### config.mk
export PLATFORM = sky130hd
export DESIGN_NAME = multicycle_ctrl_flat
export DESIGN_NICKNAME = d
export VERILOG_FILES = /design/src/rtl/multicycle_ctrl_pkg.sv /design/src/rtl/multicycle_ctrl_if.sv /design/src/rtl/multicycle_ctrl_wait_timer.sv /design/src/rtl/multicycle_ctrl.sv /design/src/flat_wrapper.sv
export SDC_FILE = /design/constraint.sdc
export NUM_CORES = 1
export LEC_CHECK = 0
export CORE_MARGIN = 2
export CORE_UTILIZATION = 56
export CTS_BUF_LIST = sky130_fd_sc_hd__clkbuf_16
export DETAILED_ROUTE_END_ITERATION = 8
export DONT_BUFFER_PORTS = 1
export PLACE_DENSITY = 0.86
export SYNTH_ARGS = -nofsm -noshare
export SYNTH_HDL_FRONTEND = slang
export SYNTH_SLANG_ARGS = --single-unit
### constraint.sdc
create_clock -name clk_i -period 1.48 [get_ports clk_i]
set_input_delay 0.296 -clock clk_i [delete_from_list [all_inputs] [get_ports clk_i]]
set_output_delay 0.296 -clock clk_i [all_outputs]
set_load 0.01 [all_outputs]
### src/rtl/multicycle_ctrl_pkg.sv
// Shared constants for the multi-cycle MIPS-subset control path:
// opcodes, FSM states, ALU control classes and datapath mux selects.
package ctrl_pkg;

  localparam logic [5:0] OP_RTYPE = 6'h00;
  localparam logic [5:0] OP_J     = 6'h02;
  localparam logic [5:0] OP_JAL   = 6'h03;
  localparam logic [5:0] OP_BEQ   = 6'h04;
  localparam logic [5:0] OP_ADDI  = 6'h08;
  localparam logic [5:0] OP_SLTI  = 6'h0A;
  localparam logic [5:0] OP_LW    = 6'h23;
  localparam logic [5:0] OP_SW    = 6'h2B;
  localparam logic [5:0] FUNCT_JR = 6'h08;

  typedef enum logic [3:0] {
    ST_FETCH    = 4'd0,
    ST_DECODE   = 4'd1,
    ST_EXEC_R   = 4'd2,
    ST_WB_R     = 4'd3,
    ST_EXEC_I   = 4'd4,
    ST_WB_I     = 4'd5,
    ST_MEM_ADDR = 4'd6,
    ST_MEM_RD   = 4'd7,
    ST_MEM_WB   = 4'd8,
    ST_MEM_WR   = 4'd9,
    ST_BRANCH   = 4'd10,
    ST_JUMP     = 4'd11,
    ST_JAL      = 4'd12,
    ST_JR       = 4'd13,
    ST_HALT     = 4'd14
  } ctrl_state_t;

  localparam logic [2:0] ALUOP_ADD   = 3'd0;
  localparam logic [2:0] ALUOP_BEQ   = 3'd1;
  localparam logic [2:0] ALUOP_RTYPE = 3'd2;
  localparam logic [2:0] ALUOP_ADDI  = 3'd3;
  localparam logic [2:0] ALUOP_SLTI  = 3'd4;

  localparam logic [1:0] PC_SRC_ALU    = 2'd0;
  localparam logic [1:0] PC_SRC_ALUOUT = 2'd1;
  localparam logic [1:0] PC_SRC_JUMP   = 2'd2;
  localparam logic [1:0] PC_SRC_RS     = 2'd3;

  localparam logic [1:0] SRC_B_RT     = 2'd0;
  localparam logic [1:0] SRC_B_FOUR   = 2'd1;
  localparam logic [1:0] SRC_B_IMM    = 2'd2;
  localparam logic [1:0] SRC_B_IMM_SH = 2'd3;

  localparam logic [1:0] DST_RT = 2'd0;
  localparam logic [1:0] DST_RD = 2'd1;
  localparam logic [1:0] DST_RA = 2'd2;

  localparam logic [1:0] WB_ALUOUT = 2'd0;
  localparam logic [1:0] WB_MDR    = 2'd1;
  localparam logic [1:0] WB_PC     = 2'd2;

endpackage

### src/rtl/multicycle_ctrl_if.sv
// Shared memory port handshake between the control FSM and the memory.
interface multicycle_ctrl_if;
    logic mem_req_o;
    logic mem_read_o;
    logic mem_write_o;
    logic i_or_d_o;
    logic mem_ready_i;

    modport master (output mem_req_o, mem_read_o, mem_write_o, i_or_d_o,
                    input  mem_ready_i);
    modport slave  (input  mem_req_o, mem_read_o, mem_write_o, i_or_d_o,
                    output mem_ready_i);
endinterface

### src/rtl/multicycle_ctrl_wait_timer.sv
// Counts stalled memory cycles and raises a sticky error when the
// memory has not answered within TIMEOUT cycles.
module ctrl_wait_timer #(
    parameter int TIMEOUT = 255,
    parameter int CNT_W   = 8
) (
    input  logic clk_i,
    input  logic rst_i,
    input  logic wait_i,
    input  logic ready_i,
    output logic timeout_o,
    output logic mem_err_o
);
    logic [CNT_W-1:0] cnt;

    assign timeout_o = (TIMEOUT != 0) && wait_i && !ready_i &&
                       (cnt == CNT_W'(TIMEOUT));

    // Any exit from a stall (ready, timeout, or a non-memory state) clears the count.
    always_ff @(posedge clk_i) begin
        if (!rst_i) begin
            cnt       <= '0;
            mem_err_o <= 1'b0;
        end else begin
            if (wait_i && !ready_i && !timeout_o) cnt <= cnt + 1'b1;
            else                                  cnt <= '0;
            if (timeout_o) mem_err_o <= 1'b1;
        end
    end
endmodule

### src/rtl/multicycle_ctrl.sv
// Main control FSM of the multi-cycle CPU: sequences each instruction
// through fetch/decode/execute/memory/writeback with a stallable memory port.
module multicycle_ctrl
    import ctrl_pkg::*;
#(
    parameter int ALU_OP_W = 3,
    parameter int TIMEOUT  = 255,
    parameter int CNT_W    = 8
) (
    input  logic                clk_i,
    input  logic                rst_i,
    multicycle_ctrl_if.master   mem,
    input  logic [5:0]          opcode_i,
    input  logic [5:0]          funct_i,
    input  logic                zero_i,
    output logic                ir_write_o,
    output logic                pc_write_o,
    output logic                pc_write_cond_o,
    output logic [1:0]          pc_src_o,
    output logic                alu_src_a_o,
    output logic [1:0]          alu_src_b_o,
    output logic [ALU_OP_W-1:0] alu_op_o,
    output logic                reg_write_o,
    output logic [1:0]          reg_dst_o,
    output logic [1:0]          mem_to_reg_o,
    output logic                illegal_o,
    output logic                mem_err_o,
    output logic [3:0]          state_o
);
    ctrl_state_t state;
    logic        ready, in_wait, timeout;
    logic        decode_ok;
    logic        unused_zero;

    // The branch decision itself is made in the datapath via pc_write_cond.
    assign unused_zero = zero_i;
    assign ready       = mem.mem_ready_i;
    assign in_wait     = (state == ST_FETCH) || (state == ST_MEM_RD) || (state == ST_MEM_WR);
    assign state_o     = state;
    assign decode_ok   = (opcode_i == OP_RTYPE) || (opcode_i == OP_ADDI) ||
                         (opcode_i == OP_SLTI)  || (opcode_i == OP_LW)   ||
                         (opcode_i == OP_SW)    || (opcode_i == OP_BEQ)  ||
                         (opcode_i == OP_J)     || (opcode_i == OP_JAL);

    ctrl_wait_timer #(.TIMEOUT(TIMEOUT), .CNT_W(CNT_W)) u_timer (
        .clk_i     (clk_i),
        .rst_i     (rst_i),
        .wait_i    (in_wait),
        .ready_i   (ready),
        .timeout_o (timeout),
        .mem_err_o (mem_err_o)
    );

    always_ff @(posedge clk_i) begin
        if (!rst_i) begin
            state <= ST_FETCH;
        end else begin
            case (state)
                ST_FETCH:    if (timeout) state <= ST_HALT;
                             else if (ready) state <= ST_DECODE;
                ST_DECODE: begin
                    case (opcode_i)
                        OP_RTYPE: state <= (funct_i == FUNCT_JR) ? ST_JR : ST_EXEC_R;
                        OP_ADDI, OP_SLTI: state <= ST_EXEC_I;
                        OP_LW, OP_SW:     state <= ST_MEM_ADDR;
                        OP_BEQ:           state <= ST_BRANCH;
                        OP_J:             state <= ST_JUMP;
                        OP_JAL:           state <= ST_JAL;
                        default:          state <= ST_FETCH;
                    endcase
                end
                ST_EXEC_R:   state <= ST_WB_R;
                ST_EXEC_I:   state <= ST_WB_I;
                ST_MEM_ADDR: state <= (opcode_i == OP_LW) ? ST_MEM_RD : ST_MEM_WR;
                ST_MEM_RD:   if (timeout) state <= ST_HALT;
                             else if (ready) state <= ST_MEM_WB;
                ST_MEM_WR:   if (timeout) state <= ST_HALT;
                             else if (ready) state <= ST_FETCH;
                ST_HALT:     state <= ST_HALT;
                default:     state <= ST_FETCH;
            endcase
        end
    end

    always_comb begin
        mem.mem_req_o   = 1'b0;
        mem.mem_read_o  = 1'b0;
        mem.mem_write_o = 1'b0;
        mem.i_or_d_o    = 1'b0;
        ir_write_o      = 1'b0;
        pc_write_o      = 1'b0;
        pc_write_cond_o = 1'b0;
        pc_src_o        = PC_SRC_ALU;
        alu_src_a_o     = 1'b0;
        alu_src_b_o     = SRC_B_RT;
        alu_op_o        = ALU_OP_W'(ALUOP_ADD);
        reg_write_o     = 1'b0;
        reg_dst_o       = DST_RT;
        mem_to_reg_o    = WB_ALUOUT;
        illegal_o       = 1'b0;
        case (state)
            ST_FETCH: begin
                mem.mem_req_o  = !timeout;
                mem.mem_read_o = !timeout;
                alu_src_b_o    = SRC_B_FOUR;
                ir_write_o     = ready;
                pc_write_o     = ready;
            end
            ST_DECODE: begin
                alu_src_b_o = SRC_B_IMM_SH;
                illegal_o   = !decode_ok;
            end
            ST_EXEC_R: begin
                alu_src_a_o = 1'b1;
                alu_op_o    = ALU_OP_W'(ALUOP_RTYPE);
            end
            ST_WB_R: begin
                reg_write_o = 1'b1;
                reg_dst_o   = DST_RD;
            end
            ST_EXEC_I: begin
                alu_src_a_o = 1'b1;
                alu_src_b_o = SRC_B_IMM;
                alu_op_o    = (opcode_i == OP_ADDI) ? ALU_OP_W'(ALUOP_ADDI)
                                                    : ALU_OP_W'(ALUOP_SLTI);
            end
            ST_WB_I:     reg_write_o = 1'b1;
            ST_MEM_ADDR: begin
                alu_src_a_o = 1'b1;
                alu_src_b_o = SRC_B_IMM;
            end
            ST_MEM_RD: begin
                mem.mem_req_o  = !timeout;
                mem.mem_read_o = !timeout;
                mem.i_or_d_o   = 1'b1;
            end
            ST_MEM_WB: begin
                reg_write_o  = 1'b1;
                mem_to_reg_o = WB_MDR;
            end
            ST_MEM_WR: begin
                mem.mem_req_o   = !timeout;
                mem.mem_write_o = !timeout;
                mem.i_or_d_o    = 1'b1;
            end
            ST_BRANCH: begin
                alu_src_a_o     = 1'b1;
                alu_op_o        = ALU_OP_W'(ALUOP_BEQ);
                pc_write_cond_o = 1'b1;
                pc_src_o        = PC_SRC_ALUOUT;
            end
            ST_JUMP: begin
                pc_write_o = 1'b1;
                pc_src_o   = PC_SRC_JUMP;
            end
            ST_JAL: begin
                pc_write_o   = 1'b1;
                pc_src_o     = PC_SRC_JUMP;
                reg_write_o  = 1'b1;
                reg_dst_o    = DST_RA;
                mem_to_reg_o = WB_PC;
            end
            ST_JR: begin
                pc_write_o = 1'b1;
                pc_src_o   = PC_SRC_RS;
            end
            default: ;
        endcase
    end
endmodule
### src/flat_wrapper.sv
// flat-port wrapper written by rule: the top's interface ports become plain ports
module multicycle_ctrl_flat import ctrl_pkg::*;
#(
    parameter int ALU_OP_W = 3,
    parameter int TIMEOUT  = 255,
    parameter int CNT_W    = 8
)
  (clk_i, rst_i, opcode_i, funct_i, zero_i, ir_write_o, pc_write_o, pc_write_cond_o, pc_src_o, alu_src_a_o, alu_src_b_o, alu_op_o, reg_write_o, reg_dst_o, mem_to_reg_o, illegal_o, mem_err_o, state_o, mem_mem_req_o, mem_mem_read_o, mem_mem_write_o, mem_i_or_d_o, mem_mem_ready_i);
  multicycle_ctrl_if mem_i ();
  input  logic clk_i;
  input  logic rst_i;
  input  logic [5:0] opcode_i;
  input  logic [5:0] funct_i;
  input  logic zero_i;
  output logic ir_write_o;
  output logic pc_write_o;
  output logic pc_write_cond_o;
  output logic [1:0] pc_src_o;
  output logic alu_src_a_o;
  output logic [1:0] alu_src_b_o;
  output logic [ALU_OP_W-1:0] alu_op_o;
  output logic reg_write_o;
  output logic [1:0] reg_dst_o;
  output logic [1:0] mem_to_reg_o;
  output logic illegal_o;
  output logic mem_err_o;
  output logic [3:0] state_o;
  output wire logic [$bits(mem_i.mem_req_o)-1:0] mem_mem_req_o;
  output wire logic [$bits(mem_i.mem_read_o)-1:0] mem_mem_read_o;
  output wire logic [$bits(mem_i.mem_write_o)-1:0] mem_mem_write_o;
  output wire logic [$bits(mem_i.i_or_d_o)-1:0] mem_i_or_d_o;
  input wire logic [$bits(mem_i.mem_ready_i)-1:0] mem_mem_ready_i;
  assign mem_mem_req_o = mem_i.mem_req_o;
  assign mem_mem_read_o = mem_i.mem_read_o;
  assign mem_mem_write_o = mem_i.mem_write_o;
  assign mem_i_or_d_o = mem_i.i_or_d_o;
  assign mem_i.mem_ready_i = mem_mem_ready_i;
  multicycle_ctrl #(.ALU_OP_W(ALU_OP_W), .TIMEOUT(TIMEOUT), .CNT_W(CNT_W)) u_core (.clk_i(clk_i), .rst_i(rst_i), .mem(mem_i), .opcode_i(opcode_i), .funct_i(funct_i), .zero_i(zero_i), .ir_write_o(ir_write_o), .pc_write_o(pc_write_o), .pc_write_cond_o(pc_write_cond_o), .pc_src_o(pc_src_o), .alu_src_a_o(alu_src_a_o), .alu_src_b_o(alu_src_b_o), .alu_op_o(alu_op_o), .reg_write_o(reg_write_o), .reg_dst_o(reg_dst_o), .mem_to_reg_o(mem_to_reg_o), .illegal_o(illegal_o), .mem_err_o(mem_err_o), .state_o(state_o));
endmodule
==> results.py, run 1 <==
metrics = {
    "place": {
        "place_area_sq_mm": 0.00151,
        "dp_hpwl_mm": 2.79,
        "port_buffers": 0,
        "place_ws_ns": -0.246,
        "gp_congestion": 0.866,
    },
    "floorplanning": {
        "start_util": 0.594,
        "die_w_um": 49.6,
        "ios": 42,
        "rows": 16,
        "die_h_um": 49.6,
    },
    "outcome": {
        "stop_error": "[ERROR DPL-0033] detailed placement checks failed during check placement.",
        "status": "did not finish",
        "last-stage-reached": "clock tree synthesis (4_1_cts)",
    },
    "logic_synthesis": {
        "ys_types": 55,
        "synth-main-ff-cell": "dfxtp_1",
        "yosysWarnings": 0,
        "seq_area_frac_synth": 0.223,
        "avgSynthCellArea_sq_um": 7.71,
        "syn_inst": 151,
        "synth_nets": 168,
        "synth_top_cells_by_area": "dfxtp_1 (22%), nor2_1 (9.0%), xor2_1 (3.8%), nand2_1 (3.2%), o22ai_1 (2.7%)",
        "async_flop_share": 0,
        "yosys_register_bits": 13,
        "synth_commonest_cells": "nor2_1 (28), dfxtp_1 (13), nand2_1 (10)",
        "synth_top_area_frac": 0.223,
        "yosysMostFrequentCell": "nor2_1",
        "yosys.area.top_type": "dfxtp_1",
        "synth-edff-count": 0,
        "syn_area_sq_mm": 0.00116,
    },
    "clock_tree": {
        "cts_resized": 59,
        "hold_buffers": 0,
        "cts_buffer_depth": 2,
        "clock-root-buffer": "clkbuf_16",
        "cts_sinks": 13,
        "post_cts_buffers": 10,
        "cts_max_level": 1,
        "numCtsBuffers": 3,
    },
}
-- stage by stage --
stage / setup TNS (ns) / util / instances
floorplan: -0.544 / - / 151
global placement: -1.06 / 0.769 / 211
detailed placement: -2.86 / 0.769 / 211
-- logic make-up after synthesis --
| group | Yosys count | share of synthesized area |
|---|---|---|
| adders and majority gates | 1 | 0.0107 |
| DFF | 13 | 0.223 |
| AOI/OAI and AO/OA | 34 | 0.252 |
| xor gates and xnor gates | 7 | 0.0526 |
| muxes | 2 | 0.0183 |
| buffers and inverters | 12 | 0.0580 |
| and+or+nand+nor | 82 | 0.385 |
==> inputs of run 2 (changes only) <==
--- a/config.mk
+++ b/config.mk
@@ -5,12 +5,11 @@
 export SDC_FILE = /design/constraint.sdc
 export NUM_CORES = 1
 export LEC_CHECK = 0
-export CORE_MARGIN = 2
-export CORE_UTILIZATION = 56
-export CTS_BUF_LIST = sky130_fd_sc_hd__clkbuf_16
+export CORE_AREA = 2 2 63 65
 export DETAILED_ROUTE_END_ITERATION = 8
+export DIE_AREA = 0 0 65 67
 export DONT_BUFFER_PORTS = 1
-export PLACE_DENSITY = 0.86
+export PLACE_DENSITY_LB_ADDON = 0.15
 export SYNTH_ARGS = -nofsm -noshare
 export SYNTH_HDL_FRONTEND = slang
 export SYNTH_SLANG_ARGS = --single-unit
==> constraint.sdc (replaced) <==
create_clock -name clk_i -period 1.9 [get_ports clk_i]
set_input_delay 0.38 -clock clk_i [delete_from_list [all_inputs] [get_ports clk_i]]
set_output_delay 0.38 -clock clk_i [all_outputs]
set_load 0.01 [all_outputs]
==> run 2 against run 1 <==
The flow now finishes, with violations (setup timing). Synthesized area stayed put. Synthesized cell count is the same.
==> results.py, run 2 <==
metrics = {
    "logic_synthesis": {
        "synth_top_area_frac": 0.223,
        "yosys.area.top_type": "dfxtp_1",
        "async_flop_share": 0,
        "seq_area_frac_synth": 0.223,
        "yosysWarnings": 0,
        "synth_top_cells_by_area": "dfxtp_1 (22%), nor2_1 (9.0%), xor2_1 (3.8%), nand2_1 (3.2%), o22ai_1 (2.7%)",
        "synth_nets": 168,
        "ys_types": 55,
        "synth-edff-count": 0,
        "yosysMostFrequentCell": "nor2_1",
        "syn_inst": 151,
        "synth-main-ff-cell": "dfxtp_1",
        "synth_commonest_cells": "nor2_1 (28), dfxtp_1 (13), nand2_1 (10)",
        "avgSynthCellArea_sq_um": 7.71,
        "syn_area_sq_mm": 0.00116,
        "yosys_register_bits": 13,
    },
    "clock_tree": {
        "cts_tree": "yes",
        "cts_buffer_depth": 2,
        "cts_sinks": 13,
        "clkTransAtPathRegs_ns": 0.06,
        "cts_max_level": 1,
        "clock-root-buffer": "clkbuf_8",
        "clk_latency_ns": 0.24,
        "hold_buffers": 0,
        "numCtsBuffers": 3,
    },
    "pwr": {
        "vdd_ir_drop_max_mv": 0.372,
        "p_total_mw": 0.806,
        "leakagePower_nw": 0.548,
        "power_density_mw_per_mm2": 534,
    },
    "worst_setup_path": {
        "critPathMaxFanout": 3,
        "crit_slowest_cell": "dfxtp_4",
        "cp-start-kind": "flop",
        "cp.arrival_ns": 1.60,
        "crit_chain": "ha_4, and4_4, nand4_1, nor3_2, buf_4, nor4_2, buf_4",
        "worstSetupStartpoint": "u_core.u_timer.cnt[1]",
        "rrSetupSlack_ns": 0.10,
        "crit_path_max_incr_delay_ns": 0.35,
        "worstSetupPathType": "reg2out",
        "cpMostUsedCell": "buf_4",
        "endpoint_kind": "output pin",
        "r2r_end": "u_core.state_o[1]",
        "rr_startpoint": "u_core.u_timer.cnt[1]",
        "required_ns": 1.52,
        "r2r_cells": 7,
        "crit_buf_inv": 2,
        "crit_family": "simple AND/OR/NAND/NOR gates",
    },
    "timing": {
        "max_slew_margin": 0.674,
        "setup_ws_ns": -0.0845,
        "fin_crit_ns": 1.98,
        "slew_violations": 0,
        "whs_ns": 0.256,
        "fin_setup_tns_ns": -0.164,
        "rsz0062_at_grt": "yes",
        "hold_violations": 0,
        "tightest_slew_ns": 0.485,
        "max_clock_freq_mhz": 504,
        "finClkSkew_ns": 0.00369,
        "finalCritPeriodShare": 1.04,
        "setup_viol": 2,
    },
    "outcome": {
        "violations": "setup timing",
        "status": "complete, but fails checks",
    },
    "run": {
        "drv_cap": 0,
    },
    "cells_and_area": {
        "nFillCells": 392,
        "largest_register_ffs": 8,
        "num-nets-final": 194,
        "multi_input_area_sq_um": 897,
        "drive_gt1_frac": 0.341,
        "mostFrequentLayoutCells": "buf_4 (28), nor2_1 (26), nand2_1 (9), dfxtp_1 (8)",
        "antenna_cells": 0,
        "seq_area_sq_um": 272,
        "regMostFlops": "u_core.u_timer.cnt",
        "layout_commonest_cell": "buf_4",
        "syn_to_final_growth_pct": 29.6,
    },
    "place": {
        "place_ws_ns": -0.0308,
        "dp_hpwl_mm": 2.43,
        "port_buffers": 0,
        "gp_congestion": 0.770,
    },
    "routing": {
        "drt-wirelength-per-cell_um": 13.7,
        "vias_per_cell": 5.35,
        "routed-via-count": 1198,
        "wl_mm": 3.06,
        "dr.pass1.iters": 4,
        "drtIter0Drc": 37,
        "ant_nets": 0,
        "drcViolationCount": 0,
    },
    "floorplanning": {
        "die_h_um": 67,
        "coreArea_sq_mm": 0.00361,
        "rows": 22,
        "die_area_sq_mm": 0.00436,
        "die_w_um": 65,
        "start_util": 0.323,
        "ios": 42,
    },
    "grt": {
        "gr-total-overflow": 0,
        "grt_pass1_vias": 1163,
        "grt_pass1_wl_mm": 5.09,
        "grt_max_degree": 11,
        "grt_usage": 0.145,
        "antenna_found_initial": 0,
    },
    "min_path": {
        "hold_start": "rst_i",
        "whs_path_depth": 1,
        "hold_end": "u_core.u_timer.mem_err_o",
        "min_path_type": "in2reg",
    },
}
==> run 2: cell counts after synthesis <==
Identical to the previous run, type by type.
==> run 2: worst max path at each step <==
stage | end | cells past startpoint
6_report | mem_mem_write_o | 7
3_3_place_gp | mem_mem_write_o | 7
2_1_floorplan | mem_mem_write_o | 4
3_5_place_dp | mem_mem_write_o | 7
4_1_cts | mem_mem_read_o | 7
5_1_grt | mem_mem_write_o | 7
==> run 2: kinds of logic after synthesis <==
logic type | share of synthesized area
AOI/OAI and AO/OA | 0.252
xor gates and xnor gates | 0.0526
adders and majority gates | 0.0107
buffers and inverters | 0.0580
DFF | 0.223
muxes | 0.0183
and+or+nand+nor | 0.385
==> run 2: cell type report <==
| class | instances | share of cell area |
|---|---|---|
| multi-input cells | 126 | 0.594 |
| flip-flops and latches | 13 | 0.180 |
| repair buffers | 29 | 0.147 |
| well taps | 48 | 0.0398 |
| clock buffers | 4 | 0.0298 |
| inverters | 4 | 0.00994 |
==> run 2: through the flow <==
step / utilization / instances / instance area (sq um)
6_report: 0.419 / 224 / 1510
5_1_grt: 0.419 / 224 / 1510
4_1_cts: 0.412 / 223 / 1490
3_5_place_dp: 0.375 / 215 / 1350
3_3_place_gp: 0.375 / 215 / 1350
2_1_floorplan: - / 151 / 1160
==> run 2: report_power, final <==
group	leakage, nW	internal (mW)	switching, mW
clock	0.0228	0.148	0.0945
sequential	0.108	0.283	0.0137
combinational	0.417	0.129	0.139
total	0.548	0.559	0.247
==> run 2: routing by layer <==
metal  vias up  share of wire  GRT usage
li1        605              -          -
met1       552           0.45      0.181
met4         0         0.0055     0.0319
met3         2          0.064     0.0236
met2        39           0.48      0.259
met5         -              0          0
==> run 2: repair_timing <==
item	in CTS	in global routing
endpoints found under the setup margin	7	14
pin swaps	5	6
gates resized for setup	17	8
setup buffers	5	3
(Power assumes the default switching activity.)
==> inputs of run 3 (changes only) <==
--- a/config.mk
+++ b/config.mk
@@ -5,11 +5,14 @@
 export SDC_FILE = /design/constraint.sdc
 export NUM_CORES = 1
 export LEC_CHECK = 0
+export CELL_PAD_IN_SITES_DETAIL_PLACEMENT = 2
+export CELL_PAD_IN_SITES_GLOBAL_PLACEMENT = 2
 export CORE_AREA = 2 2 63 65
 export DETAILED_ROUTE_END_ITERATION = 8
 export DIE_AREA = 0 0 65 67
 export DONT_BUFFER_PORTS = 1
 export PLACE_DENSITY_LB_ADDON = 0.15
+export SKIP_LAST_GASP = 1
 export SYNTH_ARGS = -nofsm -noshare
 export SYNTH_HDL_FRONTEND = slang
 export SYNTH_SLANG_ARGS = --single-unit
==> run 3 against run 2 <==
The flow still finishes with violations (setup timing). Maximum frequency shrank 1.2%. Total power grew 1.7%. Sequential power grew 1%. Design area shrank 0.41%. Flip-flop and latch count is the same. Non-clock buffer count shrank 1. Via count grew 7.8%. Clock power is essentially flat. Utilization shrank 0.17 points. First-iteration DRC count grew 5.4%. Critical path depth shrank 1. Clock skew shrank 0.0019 ns. Critical path type unchanged. Critical endpoint unchanged. Largest power group unchanged. Highest routed layer is now met3.
==> results.py, run 3 (synthesis results as in run 2) <==
metrics = {
    "timing": {
        "fin_setup_tns_ns": -0.324,
        "slew_violations": 0,
        "max_slew_margin": 0.662,
        "setup_viol": 5,
        "fin_crit_ns": 2.01,
        "setup_ws_ns": -0.108,
        "tightest_slew_ns": 0.504,
        "rsz0062_at_grt": "yes",
        "hold_violations": 0,
        "finalCritPeriodShare": 1.06,
        "max_clock_freq_mhz": 498,
        "finClkSkew_ns": 0.00178,
    },
    "place": {
        "gp_congestion": 0.825,
        "dp_hpwl_mm": 3.06,
        "placedCellCount": 213,
        "port_buffers": 0,
    },
    "clock_tree": {
        "clock-root-buffer": "clkbuf_8",
        "cts_tree": "yes",
        "cts_buffer_depth": 2,
        "hold_buffers": 0,
        "numCtsBuffers": 3,
        "clkTransAtPathRegs_ns": 0.06,
        "clk_latency_ns": 0.24,
        "cts_sinks": 13,
        "cts_max_level": 1,
    },
    "run": {
        "drv_cap": 0,
    },
    "grt": {
        "gr-total-overflow": 0,
        "grt_usage": 0.197,
        "grt_pass1_vias": 1322,
        "grt_max_degree": 11,
        "antenna_found_initial": 0,
        "grt_pass1_wl_mm": 6.66,
    },
    "worst_setup_path": {
        "endpoint_kind": "output pin",
        "rrSetupSlack_ns": -0.03,
        "cp.arrival_ns": 1.63,
        "crit_chain": "ha_4, and4_4, nand4_1, nor3_4, nor4_2, buf_4",
        "worstSetupPathType": "reg2out",
        "required_ns": 1.52,
        "critPathMaxFanout": 3,
        "crit_slowest_cell": "dfxtp_2",
        "rr_startpoint": "u_core.u_timer.cnt[1]",
        "crit_path_max_incr_delay_ns": 0.35,
        "worstSetupStartpoint": "u_core.u_timer.cnt[1]",
        "cp-start-kind": "flop",
    },
    "cells_and_area": {
        "layout_commonest_cell": "buf_4",
        "syn_to_final_growth_pct": 29.1,
        "antenna_cells": 0,
        "nFillCells": 427,
        "regMostFlops": "u_core.u_timer.cnt",
        "fin_cells": 223,
        "seq_area_sq_um": 270,
        "largest_register_ffs": 8,
        "multi_input_area_sq_um": 900,
        "num-nets-final": 193,
        "drive_gt1_frac": 0.349,
        "mostFrequentLayoutCells": "buf_4 (27), nor2_1 (24), nand2_1 (9), dfxtp_1 (7)",
    },
    "pwr": {
        "power_density_mw_per_mm2": 545,
        "leakagePower_nw": 0.543,
        "vdd_ir_drop_max_mv": 0.228,
    },
    "min_path": {
        "hold_start": "rst_i",
        "min_path_type": "in2reg",
    },
    "outcome": {
        "violations": "setup timing",
        "status": "complete, but fails checks",
    },
    "routing": {
        "drt-wirelength-per-cell_um": 19.1,
        "routed-via-count": 1291,
        "drcViolationCount": 0,
        "wl_mm": 4.25,
        "ant_nets": 0,
        "dr.pass1.iters": 4,
        "drtIter0Drc": 39,
        "vias_per_cell": 5.79,
    },
    "floorplanning": {
        "die_w_um": 65,
        "start_util": 0.323,
        "die_area_sq_mm": 0.00436,
        "ios": 42,
        "coreArea_sq_mm": 0.00361,
        "die_h_um": 67,
        "rows": 22,
    },
}
==> run 3: path summary, 6_finish.rpt <==
kind	cells past startpoint	to
setup / recovery	6	mem_mem_write_o
hold / removal	1	u_core.u_timer.mem_err_o
setup reg to reg	8	u_core.state_o[2]
hold reg to reg	1	u_core.u_timer.mem_err_o
==> run 3: repair_timing <==
| item | in CTS | in global routing |
|---|---|---|
| gates cloned | 0 | 0 |
| setup buffers | 3 | 3 |
| gates resized for setup | 10 | 14 |
| setup endpoints to repair | 6 | 7 |
| pin swaps | 2 | 3 |
==> run 3: worst max-delay path: cells and delay by family (launching register included) <==
kind	cells	cell delay (ns)
AND/OR/NAND/NOR	4	0.75
flip-flops	1	0.35
buffers and inverters	1	0.16
adder cells (fa/ha/maj)	1	0.13
==> run 3: metal layers <==
layer	up-vias	GRT usage	wire, um
met5	-	0	0
met4	0	0.0266	0
met3	0	0.0304	228
met2	42	0.361	2230
met1	639	0.248	1790
li1	610	-	-
==> run 3: layout make-up <==
cell class / instances / area share
Multi-Input combinational cell: 126 / 0.598
Clock buffer: 4 / 0.0300
Inverter: 4 / 0.00998
Timing Repair Buffer: 28 / 0.142
Sequential cell: 13 / 0.180
Tap cell: 48 / 0.0399
==> run 3: report_power, final <==
part	total, mW	internal, mW	switching, mW
sequential	0.300	0.284	0.0163
clock	0.244	0.148	0.0961
combinational	0.276	0.121	0.155
total	0.820	0.553	0.267
==> run 3: stage by stage <==
step,hold slack [ns],power [mW],utilization,setup WS [ns],instance area (sq um)
after floorplan,0.426,0.462,-,0.0792,1160
after global placement,0.500,0.530,0.371,0.0773,1340
after detailed placement,0.509,0.543,0.371,0.0217,1340
after CTS,0.259,0.805,0.398,-0.136,1440
after global routing,0.267,0.871,0.417,-0.226,1500
final,0.263,0.820,0.417,-0.108,1500
==> inputs of run 4 (changes only) <==
--- a/config.mk
+++ b/config.mk
@@ -5,8 +5,6 @@
 export SDC_FILE = /design/constraint.sdc
 export NUM_CORES = 1
 export LEC_CHECK = 0
-export CELL_PAD_IN_SITES_DETAIL_PLACEMENT = 2
-export CELL_PAD_IN_SITES_GLOBAL_PLACEMENT = 2
 export CORE_AREA = 2 2 63 65
 export DETAILED_ROUTE_END_ITERATION = 8
 export DIE_AREA = 0 0 65 67
==> run 4 against run 3 <==
The flow still finishes with violations (setup timing). Total power fell by 1.9%. Utilization grew 0.17 points. Sequential power about the same. Register-to-register slack better by 0.14 ns. Via count decreased by 7.7%. Clock skew grew 0.00076 ns. Critical path type unchanged. Largest power group unchanged.
==> results.py, run 4 (synthesis results as in run 2) <==
metrics = {
    "floorplanning": {
        "rows": 22,
        "die_h_um": 67,
        "die_area_sq_mm": 0.00436,
        "die_w_um": 65,
        "coreArea_sq_mm": 0.00361,
        "start_util": 0.323,
        "ios": 42,
    },
    "worst_setup_path": {
        "worstSetupPathType": "reg2out",
        "critPathMaxFanout": 3,
        "cp.arrival_ns": 1.60,
        "r2r_cells": 7,
        "required_ns": 1.52,
        "endpoint_kind": "output pin",
        "cp-start-kind": "flop",
    },
    "timing": {
        "setup_ws_ns": -0.0790,
        "tightest_slew_ns": 0.478,
        "rsz0062_at_grt": "yes",
        "setup_viol": 2,
        "max_slew_margin": 0.679,
        "hold_violations": 0,
        "finalCritPeriodShare": 1.04,
        "slew_violations": 0,
        "max_clock_freq_mhz": 505,
        "whs_ns": 0.257,
        "fin_crit_ns": 1.98,
        "finClkSkew_ns": 0.00254,
    },
    "place": {
        "dp_hpwl_mm": 2.43,
        "port_buffers": 0,
        "placedCellCount": 215,
        "gp_congestion": 0.770,
    },
    "clock_tree": {
        "numCtsBuffers": 3,
        "clk_latency_ns": 0.24,
        "cts_sinks": 13,
        "cts_tree": "yes",
        "clock-root-buffer": "clkbuf_8",
        "cts_max_level": 1,
        "cts_buffer_depth": 2,
        "clkTransAtPathRegs_ns": 0.05,
    },
    "cells_and_area": {
        "drive_gt1_frac": 0.341,
        "largest_register_ffs": 8,
        "syn_to_final_growth_pct": 29.6,
        "num-nets-final": 194,
        "antenna_cells": 0,
        "mostFrequentLayoutCells": "buf_4 (28), nor2_1 (26), nand2_1 (9), dfxtp_1 (8)",
        "seq_area_sq_um": 272,
        "fin_cells": 224,
        "multi_input_area_sq_um": 897,
        "regMostFlops": "u_core.u_timer.cnt",
        "nFillCells": 389,
        "layout_commonest_cell": "buf_4",
    },
    "outcome": {
        "violations": "setup timing",
        "status": "complete, but fails checks",
    },
    "routing": {
        "drt-wirelength-per-cell_um": 13.7,
        "ant_nets": 0,
        "drcViolationCount": 0,
        "routed-via-count": 1191,
        "wl_mm": 3.07,
        "vias_per_cell": 5.32,
        "dr.pass1.iters": 4,
        "drtIter0Drc": 38,
    },
    "pwr": {
        "seq_power_share": 0.369,
        "power_density_mw_per_mm2": 533,
        "leakagePower_nw": 0.548,
        "netSwitchingFraction": 0.305,
        "clkPwrFrac": 0.299,
        "intPower_mw": 0.559,
        "combPwrFrac": 0.332,
        "p_sw_mw": 0.245,
        "vdd_ir_drop_max_mv": 0.372,
    },
    "run": {
        "drv_cap": 0,
    },
    "grt": {
        "grt_usage": 0.143,
        "grt_max_degree": 11,
        "antenna_found_initial": 0,
        "grt_pass1_vias": 1152,
        "grt_pass1_wl_mm": 5.03,
        "gr-total-overflow": 0,
    },
    "min_path": {
        "whs_path_depth": 1,
        "min_path_type": "in2reg",
    },
}
[run 4: cell count changes in the layout (fill, tap and decap cells not counted), sizes merged]
cell / before / now
buf: 28 / 29
[run 4: layer usage]
layer  global-route usage  routed length [um]
met1                0.179                1410
met2                0.256                1460
met3               0.0236                 186
met4               0.0319                  17
met5                    0                   0
[run 4: layout make-up]
cell class,count,area share
multi-input combinational,126,0.594
sequential,13,0.180
timing repair buffer,29,0.147
tap,48,0.0398
clock buffer,4,0.0298
inverter,4,0.00994
[run 4: path summary, 6_finish.rpt]
check	endpoint	slack, ns	start
setup / recovery	mem_mem_write_o	-0.08	u_core.u_timer.cnt[1]
hold / removal	u_core.u_timer.mem_err_o	0.26	rst_i
setup reg to reg	u_core.state_o[1]	0.11	u_core.u_timer.cnt[1]
hold reg to reg	u_core.u_timer.cnt[0]	0.53	u_core.u_timer.cnt[0]
[run 4: timing repair]
| action | 4_1_cts | 5_1_grt |
|---|---|---|
| pin swaps | 5 | 7 |
| hold buffers | 0 | 0 |
| endpoints found under the setup margin | 7 | 14 |
| buffers inserted | 5 | 3 |
| gates resized for setup | 14 | 9 |
[run 4: through the flow]
| step | util | setup slack (ns) | cell area, sq um | TNS, ns | power (mW) |
|---|---|---|---|---|---|
| 4_1_cts | 0.408 | -0.157 | 1470 | -0.427 | 0.797 |
| 6_report | 0.419 | -0.0790 | 1510 | -0.153 | 0.805 |
| 2_1_floorplan | - | 0.0792 | 1160 | 0 | 0.462 |
| 3_3_place_gp | 0.375 | -0.00300 | 1350 | -0.00300 | 0.536 |
| 5_1_grt | 0.419 | -0.160 | 1510 | -0.307 | 0.850 |
| 3_5_place_dp | 0.375 | -0.0308 | 1350 | -0.0542 | 0.536 |
[run 4: critical path, cell delays in order (launching register included)]
cell,delay (ns)
dfxtp_4,0.35
ha_4,0.13
and4_4,0.22
nand4_1,0.14
nor3_2,0.18
buf_4,0.15
nor4_2,0.03
buf_4,0.15
[run 4: power groups by stage]
stage / clock, mW / combinational [mW] / sequential, mW
6_report: 0.240 / 0.267 / 0.297
5_1_grt: 0.261 / 0.291 / 0.298
4_1_cts: 0.253 / 0.248 / 0.296
3_5_place_dp: 0 / 0.238 / 0.299
3_3_place_gp: 0 / 0.237 / 0.299
2_1_floorplan: 0 / 0.166 / 0.296
